`src/rtl/phosphorus_vga_pkg.sv`:
```
// Shared types and defaults for the phosphorus VGA display-side blocks.
package phosphorus_vga_pkg;

   typedef enum logic [1:0] {
      IDLE    = 2'd0,
      PENDING = 2'd1,
      COMMIT  = 2'd2
   } swap_state_e;

   localparam int DEF_SYNC_STAGES = 2;
   localparam int DEF_CNT_W       = 16;
   localparam int HOLD_W          = 4;

   localparam logic [HOLD_W-1:0] HOLD_MAX = '1;

endpackage

```
`src/rtl/cdc_toggle_sync.sv`:
```
// Brings a toggle from another clock domain across, then emits one registered
// single-cycle event per toggle.
module cdc_toggle_sync #(
   parameter int SYNC_STAGES = 2
) (
   input  logic clk,
   input  logic reset_n,
   input  logic i_tgl,
   output logic o_evt
);

   logic [SYNC_STAGES-1:0] sync_q, sync_d;
   logic                   edge_q, edge_d;
   logic                   evt_q, evt_d;

   // NOTE: every signal written here gets a value before any condition, so no latch is inferred.
   always_comb begin
      sync_d = {sync_q[SYNC_STAGES-2:0], i_tgl};
      edge_d = sync_q[SYNC_STAGES-1];
      evt_d  = sync_q[SYNC_STAGES-1] ^ edge_q;
   end

   // NOTE: sequential state uses non-blocking assignments so all flops update together.
   always_ff @(posedge clk or negedge reset_n) begin
      if (!reset_n) begin
         sync_q <= '0;
         edge_q <= 1'b0;
         evt_q  <= 1'b0;
      end else begin
         sync_q <= sync_d;
         edge_q <= edge_d;
         evt_q  <= evt_d;
      end
   end

   assign o_evt = evt_q;

endmodule

```
`src/rtl/vga_frame_swap_ctrl.sv`:
```
// Front/back framebuffer swap controller; commits swaps only at vsync fall.
// Define VGA_FRAME_STATS_EN to add the o_frame_cnt / o_repeat_cnt statistics ports.
module vga_frame_swap_ctrl
   import phosphorus_vga_pkg::*;
#(
   parameter int SYNC_STAGES     = DEF_SYNC_STAGES,
   parameter int MIN_HOLD_FRAMES = 1,
   parameter int CNT_W           = DEF_CNT_W
) (
   input  logic             clk_vga,
   input  logic             reset_n,
   input  logic             i_vs,
   input  logic             i_render_done_tgl,
   output logic             o_front_sel,
   output logic             o_swap_ack_tgl,
   output logic             o_vblank_pulse,
   output logic             o_pending,
   output logic             o_overrun
`ifdef VGA_FRAME_STATS_EN
   ,
   output logic [CNT_W-1:0] o_frame_cnt,
   output logic [CNT_W-1:0] o_repeat_cnt
`endif
);

   // Starting the hold count at the threshold lets the first swap after reset go at once.
   localparam logic [HOLD_W-1:0] HOLD_RST = HOLD_W'(MIN_HOLD_FRAMES - 1);

   swap_state_e       state_q, state_d;
   logic [HOLD_W-1:0] hold_q, hold_d;
   logic              vs_q, vs_d;
   logic              front_q, front_d;
   logic              ack_q, ack_d;
   logic              vblank_q, vblank_d;
   logic              pending_q, pending_d;
   logic              overrun_q, overrun_d;
   logic              vs_fall;
   logic              rd_evt;
   logic              hold_ok;
   logic              commit;

   cdc_toggle_sync #(
      .SYNC_STAGES(SYNC_STAGES)
   ) u_rd_sync (
      .clk     (clk_vga),
      .reset_n (reset_n),
      .i_tgl   (i_render_done_tgl),
      .o_evt   (rd_evt)
   );

   assign vs_fall = vs_q & ~i_vs;
   assign hold_ok = int'(hold_q) >= (MIN_HOLD_FRAMES - 1);
   assign commit  = (state_q == PENDING) && vs_fall && hold_ok;

   always_comb begin
      state_d   = state_q;
      hold_d    = hold_q;
      vs_d      = i_vs;
      front_d   = front_q;
      ack_d     = ack_q;
      vblank_d  = vs_fall;
      overrun_d = overrun_q;

      if (vs_fall && (state_q != COMMIT) && (hold_q != HOLD_MAX)) begin
         hold_d = hold_q + 1'b1;
      end

      case (state_q)
         IDLE: begin
            if (rd_evt) state_d = PENDING;
         end
         PENDING: begin
            // A second render event before the ack is flagged, never queued.
            if (rd_evt) overrun_d = 1'b1;
            if (commit) begin
               state_d = COMMIT;
               front_d = ~front_q;
               ack_d   = ~ack_q;
               hold_d  = '0;
            end
         end
         COMMIT: begin
            if (rd_evt) overrun_d = 1'b1;
            state_d = IDLE;
         end
         default: state_d = IDLE;
      endcase

      pending_d = (state_d == PENDING);
   end

   // vs_q resets low so a reset released mid-vsync does not count a partial frame.
   always_ff @(posedge clk_vga or negedge reset_n) begin
      if (!reset_n) begin
         state_q   <= IDLE;
         hold_q    <= HOLD_RST;
         vs_q      <= 1'b0;
         front_q   <= 1'b0;
         ack_q     <= 1'b0;
         vblank_q  <= 1'b0;
         pending_q <= 1'b0;
         overrun_q <= 1'b0;
      end else begin
         state_q   <= state_d;
         hold_q    <= hold_d;
         vs_q      <= vs_d;
         front_q   <= front_d;
         ack_q     <= ack_d;
         vblank_q  <= vblank_d;
         pending_q <= pending_d;
         overrun_q <= overrun_d;
      end
   end

   assign o_front_sel    = front_q;
   assign o_swap_ack_tgl = ack_q;
   assign o_vblank_pulse = vblank_q;
   assign o_pending      = pending_q;
   assign o_overrun      = overrun_q;

`ifdef VGA_FRAME_STATS_EN
   logic [CNT_W-1:0] frame_cnt_q, frame_cnt_d;
   logic [CNT_W-1:0] repeat_cnt_q, repeat_cnt_d;

   // Both counters wrap freely; a repeat is any vsync fall that did not swap.
   always_comb begin
      frame_cnt_d  = frame_cnt_q + CNT_W'(vs_fall);
      repeat_cnt_d = repeat_cnt_q + CNT_W'(vs_fall & ~commit);
   end

   always_ff @(posedge clk_vga or negedge reset_n) begin
      if (!reset_n) begin
         frame_cnt_q  <= '0;
         repeat_cnt_q <= '0;
      end else begin
         frame_cnt_q  <= frame_cnt_d;
         repeat_cnt_q <= repeat_cnt_d;
      end
   end

   assign o_frame_cnt  = frame_cnt_q;
   assign o_repeat_cnt = repeat_cnt_q;
`endif

endmodule

```
`config.mk`:
```
export PLATFORM = sky130hd
export DESIGN_NAME = vga_frame_swap_ctrl
export DESIGN_NICKNAME = d
export VERILOG_FILES = /design/src/rtl/phosphorus_vga_pkg.sv /design/src/rtl/cdc_toggle_sync.sv /design/src/rtl/vga_frame_swap_ctrl.sv
export SDC_FILE = /design/constraint.sdc
export NUM_CORES = 1
export LEC_CHECK = 0
export ABC_AREA = 1
export ABC_CLOCK_PERIOD_IN_PS = 2000
export CAP_MARGIN = 15
export CORE_AREA = 2 2 39 41
export DETAILED_ROUTE_END_ITERATION = 8
export DIE_AREA = 0 0 41 43
export PLACE_DENSITY_LB_ADDON = 0.08
export RECOVER_POWER = 50
export SETUP_SLACK_MARGIN = 0.5
export SLEW_MARGIN = 20
export SYNTH_ARGS = -nofsm -noshare
export SYNTH_HDL_FRONTEND = slang
export SYNTH_SLANG_ARGS = --single-unit
export TNS_END_PERCENT = 20
```
`constraint.sdc`:
```
create_clock -name clk_vga -period 2 [get_ports clk_vga]
set_input_delay 0.4 -clock clk_vga [delete_from_list [all_inputs] [get_ports clk_vga]]
set_output_delay 0.4 -clock clk_vga [all_outputs]
set_load 0.005 [all_outputs]
```
== Yosys cells after proc, flatten, opt, wreduce, memory -nomap -nowiden ==
Cells that the tools add are included.
Operators by class
  divide/modulo/power cells: 0
  multipliers: 0
  equality and inequality tests: 3
  magnitude comparators: 0
  muxes and demuxes: 3
  bitwise gates (word level): 5
  add/subtract/negate cells: 0
  reductions and logical operators: 5
  shift operators: 0
Operators with widths (count)
  2-bit by 1-bit equality test with 1-bit output, second input constant: 2
  2-bit 2-to-1 mux: 2
  2-bit one-hot mux with 2 select lines: 1
  2-bit AND reduction: 2
  1-bit inverter: 3
  2-bit equality test, second input constant: 1
  2-bit logical NOT: 1
  2-bit OR reduction: 1
  1-bit bitwise AND: 1
  1-bit logical AND: 1
  1-bit XOR: 1
Word-level totals
  memory bits (read-only): 0
  latch bits: 0
  RAM bits: 0
  register bits: 12
  input bits: 4
  output and inout bits: 5
  memories kept: 0

== Logic depth before layout (Yosys ltp) ==
Gate-level depths: netlist of run 1.
  word-level depth: 6
  mapped depth: 8
  depth with buffers taken out: 8

== Modules after synthesis ==
A second synthesis of run 1 with hierarchy kept.
Second synthesis, totals
  cell total of the unflattened synthesis: 41
  area total of the unflattened synthesis: 449.2 um^2
Modules (own cells, without submodules)
  vga_frame_swap_ctrl: seq. area each 200.2 um^2, cells an instance 32, area each 330.3 um^2, instances 1
  cdc_toggle_sync: seq. area each 100.1 um^2, cells an instance 9, area each 118.9 um^2, instances 1

== Worst setup path after synthesis of run 1 ==
OpenSTA, ideal clock, no wires.
  path kind: register -> register
  start: register state_q[1]
  end: register pending_q, in the netlist o_pending
  setup time: 0.113 ns
  stages on the path, launching flop included: 8
  data arrival time: 0.912 ns
  period minus slack after synthesis: 1.025 ns
  data required time: 1.887 ns
  setup slack: 0.975 ns
  buffers on the path: 0
  path through: dfrtp_1 > inv_1 > ha_1 > nand3_2 > nand2_1 > nand2_1 > nand2_1 > inv_1
On the way
  cells in the longest elaborated chain, start to end: 5
  elaborated cells between the ends (all ways): 7
  classes of those cells: eq/ne (2); mux (3); reduce/logical (2)
Ends and longest elaborated chain
  from (decl): line vga_frame_swap_ctrl.sv:29  | swap_state_e state_q, state_d;
  from (signal assigned): line vga_frame_swap_ctrl.sv:104  | state_q <= state_d;
  2-bit by 1-bit equality test with 1-bit output
  1-bit logical AND: line vga_frame_swap_ctrl.sv:53  | assign commit = (state_q == PENDING) && vs_fall && hold_ok;
  2-bit 2-to-1 mux: line vga_frame_swap_ctrl.sv:75  | if (commit) begin
  2-bit one-hot mux with 2 select lines *: line vga_frame_swap_ctrl.sv:68  | case (state_q)
  2-bit by 1-bit equality test with 1-bit output *: line vga_frame_swap_ctrl.sv:89  | pending_d = (state_d == PENDING);
  via pending_d: line vga_frame_swap_ctrl.sv:35  | logic pending_q, pending_d;
  to (signal assigned): line vga_frame_swap_ctrl.sv:110  | pending_q <= pending_d;
  to (decl): line vga_frame_swap_ctrl.sv:35
The timed path passes the listed nets; every way through them passes the cells marked *.
A chain may end at the register's enable or synchronous reset.

== Worst setup path in the final report of run 1 ==
  start: register overrun_q, in the netlist o_overrun
  end: output port o_overrun
RTL lines
  from (decl): line vga_frame_swap_ctrl.sv:36  | logic overrun_q, overrun_d;
  from (signal assigned): line vga_frame_swap_ctrl.sv:111  | overrun_q <= overrun_d;
  to (decl): line vga_frame_swap_ctrl.sv:18  | output logic o_overrun
No word-level cell between the ends.

==> results of run 1 <==
-- state kept, by name, summed over array words and instances (netlist names) --
| register | cells |
|---|---|
| u_rd_sync.edge_q | 1 |
| o_overrun | 1 |
| o_front_sel | 1 |
| vs_q | 1 |
| o_pending | 1 |
| u_rd_sync.sync_q | 2 |
| state_q | 2 |
| o_swap_ack_tgl | 1 |
| o_vblank_pulse | 1 |
| u_rd_sync.o_evt | 1 |
-- report_power, final --
part           switching [W]  internal [W]  leakage (nW)  total [W]
Sequential         0.0000317      0.000302         0.141   0.000334
Combinational       0.000116      0.000138         0.156   0.000254
Clock              0.0000698     0.0000694        0.0138   0.000139
Total               0.000217      0.000509         0.311   0.000726
-- cells by family (layout without fill, tap and decap cells) --
group,count (synthesis),count (layout)
buffers and inverters,9,22
AND/OR/NAND/NOR,8,8
adder cells (fa/ha/maj),2,2
AO/OA/AOI/OAI,3,3
flip-flops,12,12
XOR/XNOR,3,3
-- area by class of cell --
cell class	instances	area share, %
clock buffer	3	3.90
inverter	9	5.84
multi-input combinational	16	18.2
sequential	12	51.9
tap	16	3.46
timing repair buffer	10	16.7
-- worst paths after layout --
check / from / to / slack, ns
hold / removal: u_rd_sync.sync_q[0] / u_rd_sync.sync_q[1] / 0.36
min in group asynchronous: reset_n / state_q[1] / 0.56
setup reg to reg: state_q[1] / o_pending / 0.85
hold reg to reg: u_rd_sync.sync_q[0] / u_rd_sync.sync_q[1] / 0.36
setup / recovery: o_overrun / o_overrun / 0.50
max in group asynchronous: reset_n / u_rd_sync.o_evt / 1.09
-- cells in the final DEF, fill, tap and decap left out, types with 2 or more instances in the layout --
| cell type | n |
|---|---|
| inv_1 | 9 |
| xnor2_1 | 2 |
| dfrtp_1 | 12 |
| clkbuf_4 | 3 |
| buf_4 | 2 |
| ha_1 | 2 |
| nand2_1 | 7 |
| clkdlybuf4s50_1 | 3 |
| o21ai_0 | 2 |
| dlygate4sd3_1 | 3 |
-- metal layers --
metal  vias up  track usage (%)  wire length (µm)
met5         -                0                 0
met4         0             8.00                 5
met3         2             3.14                33
met2         7             14.4               336
met1       134             11.9               271
li1        133                -                 -
-- repair_timing --
item                                    4_1_cts  5_1_grt
hold endpoints to repair                      0        0
resized for setup                             1        1
buffers inserted                              1        1
hold buffers                                  0        0
endpoints found under the setup margin        3        4
-- through the flow --
stage	utilization, %	total power, W	cell area [µm²]	hold slack [ns]	std cells
2_1_floorplan	-	0.000473	439	0.104	37
3_3_place_gp	39.0	0.000570	539	0.342	61
3_5_place_dp	39.0	0.000578	539	0.345	61
4_1_cts	41.0	0.000729	568	0.361	65
5_1_grt	41.8	0.000790	578	0.374	66
6_report	41.8	0.000726	578	0.358	66
==> results.py, run 1 <==
metrics = {
    "outcome": {
        "status": "finished, final reports clean",
    },
    "floorplan": {
        "die-area_um2": 1760,
        "die_h_um": 43,
        "floorplan.rows": 14,
        "initial_core_util_pct": 31.7,
        "core_um2": 1380,
        "pin_count": 9,
        "die_w_um": 41,
    },
    "logic_synthesis": {
        "synth_commonest_cells": "dfrtp_1 (12), inv_1 (9), nand2_1 (7)",
        "synthAdderAreaFrac_pct": 5.70,
        "yosys.area_share.simple_pct": 8.26,
        "avgSynthCellArea_um2": 11.9,
        "ys_types": 9,
        "yosysWarningCount": 0,
        "yosys-top-cells-area": "dfrtp_1 (68%), inv_1 (7.7%), nand2_1 (6.0%)",
        "async_reset_ff_share_pct": 100,
        "synth_top_family_by_area": "simple AND/OR/NAND/NOR gates",
        "ys.flop_type": "dfrtp_1",
        "synth_area_leader_cell": "dfrtp_1",
        "synth_seq_cells": 12,
        "syn-cell-area_um2": 439,
        "synth_cells": 37,
        "synth_top_area_share_pct": 68.4,
        "synthXorXnorAreaFrac_pct": 5.98,
        "syn-num-nets": 43,
        "synth_edf_count": 0,
        "synth.most_common_cell": "dfrtp_1",
        "synth_compound_area_share_pct": 3.99,
        "ys_seq_area_share_pct": 68.4,
        "synthMuxAreaShare_pct": 0,
    },
    "global_routing": {
        "grt_overflow": 0,
        "grt_pass1_vias": 298,
        "grt_max_degree": 13,
        "grt_pass1_wl_mm": 1.16,
        "grt_usage_pct": 10.1,
        "antenna_found_initial": 0,
    },
    "timing": {
        "slew_headroom_pct": 63.9,
        "clock.fmax_mhz": 667,
        "layout_setup_ws_ns": 0.500,
        "final_max_slew_viol_count": 0,
        "finalHoldViolCount": 0,
        "tightest_slew_ns": 0.539,
        "fin_crit_sh_pct": 75.0,
        "period_minus_slack_ns": 1.50,
        "setup_viol": 0,
        "clock_skew_ns": 0.00216,
        "fin_tns_setup_ns": 0,
        "rsz0062_at_grt": "true",
    },
    "job": {
        "cap_viol_max_count": 0,
    },
    "finish": {
        "area.growth.synth_to_final_pct": 31.6,
        "nFillCells": 134,
        "multi_input_area_um2": 105,
        "nets": 58,
        "antennaDiodeCount": 0,
        "final_layout_size_suffix_gt1_share_pct": 12.0,
        "seqCellArea_um2": 300,
    },
    "worst_setup_path": {
        "critPathCaptureType": "output pin",
        "critPathRequiredTime_ns": 1.60,
        "crit_family": "buffers and inverters",
        "cp_cell_sequence": "clkdlybuf4s50_1",
        "slowest_delay_ns": 0.50,
        "cp-start-kind": "register",
        "cp_max_fo": 2,
        "reg2reg_depth": 7,
        "crit_type": "register to output pin",
        "cp.buffers_inverters": 1,
        "crit_slowest_cell": "clkdlybuf4s50_1",
        "crit_arrival_ns": 1.10,
        "crit_cells": 1,
    },
    "clock_tree": {
        "cts.htree.levels": 1,
        "clock-root-buffer": "clkbuf_4",
        "cts_tree": "done",
        "clk_pin_slew_ns": 0.07,
        "worstSkewPairLatency_ns": 0.26,
        "cts.sinks": 12,
        "cts_buffer_depth": 2,
        "cts_buffers": 3,
    },
    "detailed_routing": {
        "wirelength_um": 647,
        "drcViolationCount": 0,
        "viasPerCell": 4.18,
        "firstDrtPassIters": 1,
        "antenna_left": 0,
        "vias": 276,
        "initialDrtViolationCount": 0,
        "wl_per_cell_um": 9.80,
    },
    "min_path": {
        "worstHoldPathType": "register to register",
        "min_path_cells": 0,
    },
    "placed_design": {
        "pre_cts_slack_ns": 0.631,
        "io_buffers": 8,
        "gp_congestion": 0.650,
        "dpl.hpwl_um": 461,
    },
    "power_and_ir_drop": {
        "p_leak_nw": 0.311,
        "p_per_area_nw_per_um2": 1260,
        "vdd_drop_max_uv": 517,
    },
}
(Power assumes the default switching activity.)
==> inputs of run 2 (changes only) <==
--- a/config.mk
+++ b/config.mk
@@ -6,7 +6,7 @@
 export NUM_CORES = 1
 export LEC_CHECK = 0
 export ABC_AREA = 1
-export ABC_CLOCK_PERIOD_IN_PS = 2000
+export ABC_CLOCK_PERIOD_IN_PS = 1370
 export CAP_MARGIN = 15
 export CORE_AREA = 2 2 39 41
 export DETAILED_ROUTE_END_ITERATION = 8
==> constraint.sdc (replaced) <==
create_clock -name clk_vga -period 1.37 [get_ports clk_vga]
set_input_delay 0.274 -clock clk_vga [delete_from_list [all_inputs] [get_ports clk_vga]]
set_output_delay 0.274 -clock clk_vga [all_outputs]
set_load 0.005 [all_outputs]
==> run 2 against run 1 <==
Compared with the run above:
- flip-flop and latch count stayed put
- critical path depth increased by 6
- global-route usage shrank 0.64 points
- critical endpoint is now o_pending
- largest power group unchanged
- highest routed layer unchanged
==> results.py, run 2 (same netlist as run 1, synthesis figures left out) <==
metrics = {
    "finish": {
        "reg_top3": "state_q x2, u_rd_sync.sync_q x2",
        "final_layout_size_suffix_gt1_share_pct": 28.3,
        "layout_common_cells": "dfrtp_1 (12), inv_1 (8), nand2_1 (7)",
        "fin_util_pct": 43.1,
        "antennaDiodeCount": 0,
        "area.growth.synth_to_final_pct": 35.9,
        "nFillCells": 130,
        "final_common_cell": "dfrtp_1",
        "nets": 60,
    },
    "placed_design": {
        "dpl.hpwl_um": 451,
        "gp_congestion": 0.752,
        "io_buffers": 8,
    },
    "floorplan": {
        "die_h_um": 43,
        "initial_core_util_pct": 31.7,
        "core_um2": 1380,
        "die_w_um": 41,
        "pin_count": 9,
        "die-area_um2": 1760,
        "floorplan.rows": 14,
    },
    "power_and_ir_drop": {
        "vdd_drop_max_uv": 849,
        "p_per_area_nw_per_um2": 1970,
        "p_leak_nw": 0.314,
    },
    "timing": {
        "final_max_slew_viol_count": 0,
        "clock.fmax_mhz": 926,
        "setup_viol": 0,
        "fin_crit_sh_pct": 78.9,
        "slew_headroom_pct": 59.0,
        "tightest_slew_ns": 0.614,
        "rsz0062_at_grt": "true",
        "period_minus_slack_ns": 1.08,
        "whs_ns": 0.355,
        "finalHoldViolCount": 0,
        "fin_tns_setup_ns": 0,
        "clock_skew_ns": 0.00563,
    },
    "worst_setup_path": {
        "cp_max_fo": 3,
        "critPathCaptureType": "register",
        "crit_path_frequent_cell": "inv_1",
        "crit_slowest_cell": "dfrtp_1",
        "crit_type": "register to register",
        "reg2reg_depth": 7,
        "cp-start-kind": "register",
        "slowest_delay_ns": 0.43,
        "crit_arrival_ns": 1.25,
        "cp_cell_sequence": "inv_1 > ha_1 > inv_1 > o21ai_1 > nand2_1 > nand2_1 > inv_1",
        "critPathRequiredTime_ns": 1.54,
    },
    "detailed_routing": {
        "initialDrtViolationCount": 2,
        "firstDrtPassIters": 4,
        "vias": 276,
        "wl_per_cell_um": 9.49,
        "viasPerCell": 4.00,
        "drcViolationCount": 0,
        "antenna_left": 0,
        "wirelength_um": 655,
    },
    "global_routing": {
        "grt_max_degree": 13,
        "grt_overflow": 0,
        "grt_pass1_vias": 259,
        "antenna_found_initial": 0,
        "grt_usage_pct": 9.48,
        "grt_pass1_wl_mm": 1.06,
    },
    "outcome": {
        "status": "finished, final reports clean",
    },
    "min_path": {
        "min_path_cells": 0,
        "worstHoldPathType": "register to register",
    },
    "clock_tree": {
        "clk_pin_slew_ns": 0.08,
        "worstSkewPairLatency_ns": 0.27,
        "cts.sinks": 12,
        "cts.htree.levels": 1,
        "cts_hold_buf": 0,
        "cts_buffers": 3,
        "clock-root-buffer": "clkbuf_4",
        "cts_tree": "done",
        "cts_buffer_depth": 2,
    },
    "job": {
        "cap_viol_max_count": 0,
    },
}
## run 2: metrics by stage
| step | worst slack (ns) | power [W] | area, µm² | std cells |
|---|---|---|---|---|
| CTS | 0.295 | 0.00119 | 601 | 69 |
| finish | 0.290 | 0.00117 | 597 | 69 |
| global placement | 0.130 | 0.000842 | 549 | 62 |
| floorplan | 0.374 | 0.000702 | 442 | 37 |
| detailed placement | 0.110 | 0.000850 | 549 | 62 |
| global route | 0.220 | 0.00127 | 597 | 69 |
## run 2: final cells by class
type                    instances  area [µm²]  area share, %
clock buffers                   4        36.3           6.08
inverters                       9        33.8           5.66
multi-input cells              16         125           21.0
flip-flops and latches         12         300           50.3
well taps                      16        20.0           3.35
repair buffers                 12        81.3           13.6
## run 2: layer usage
| metal | wire (µm) | GRT usage, % |
|---|---|---|
| met1 | 317 | 13.5 |
| met5 | 0 | 0 |
| met3 | 54 | 3.14 |
| met4 | 9 | 8.00 |
| met2 | 274 | 10.9 |
## run 2: worst max-delay path, delay by kind of cell, from the launching register on
family	cells	cell delay [ns]
AOI/OAI and AO/OA	1	0.11
adders and majority gates	1	0.15
buffers and inverters	3	0.14
DFF	1	0.43
and+or+nand+nor	2	0.14
## run 2: timing repair
action	CTS	global route
resized for setup	21	0
pin swaps	0	1
buffers inserted	3	0
endpoints found under the setup margin	11	11
## run 2: worst paths after layout
path,start,to,slack [ns]
max,state_q[0],o_pending,0.29
min,u_rd_sync.sync_q[0],u_rd_sync.sync_q[1],0.36
max reg2reg,state_q[0],o_pending,0.29
min reg2reg,u_rd_sync.sync_q[0],u_rd_sync.sync_q[1],0.36
max in group asynchronous,reset_n,o_overrun,0.45
min in group asynchronous,reset_n,vs_q,0.52
## run 2: report_power, final
part           internal (W)  switching, W  leakage (nW)
Sequential         0.000440     0.0000467         0.141
Clock              0.000161      0.000116        0.0210
Combinational      0.000217      0.000193         0.152
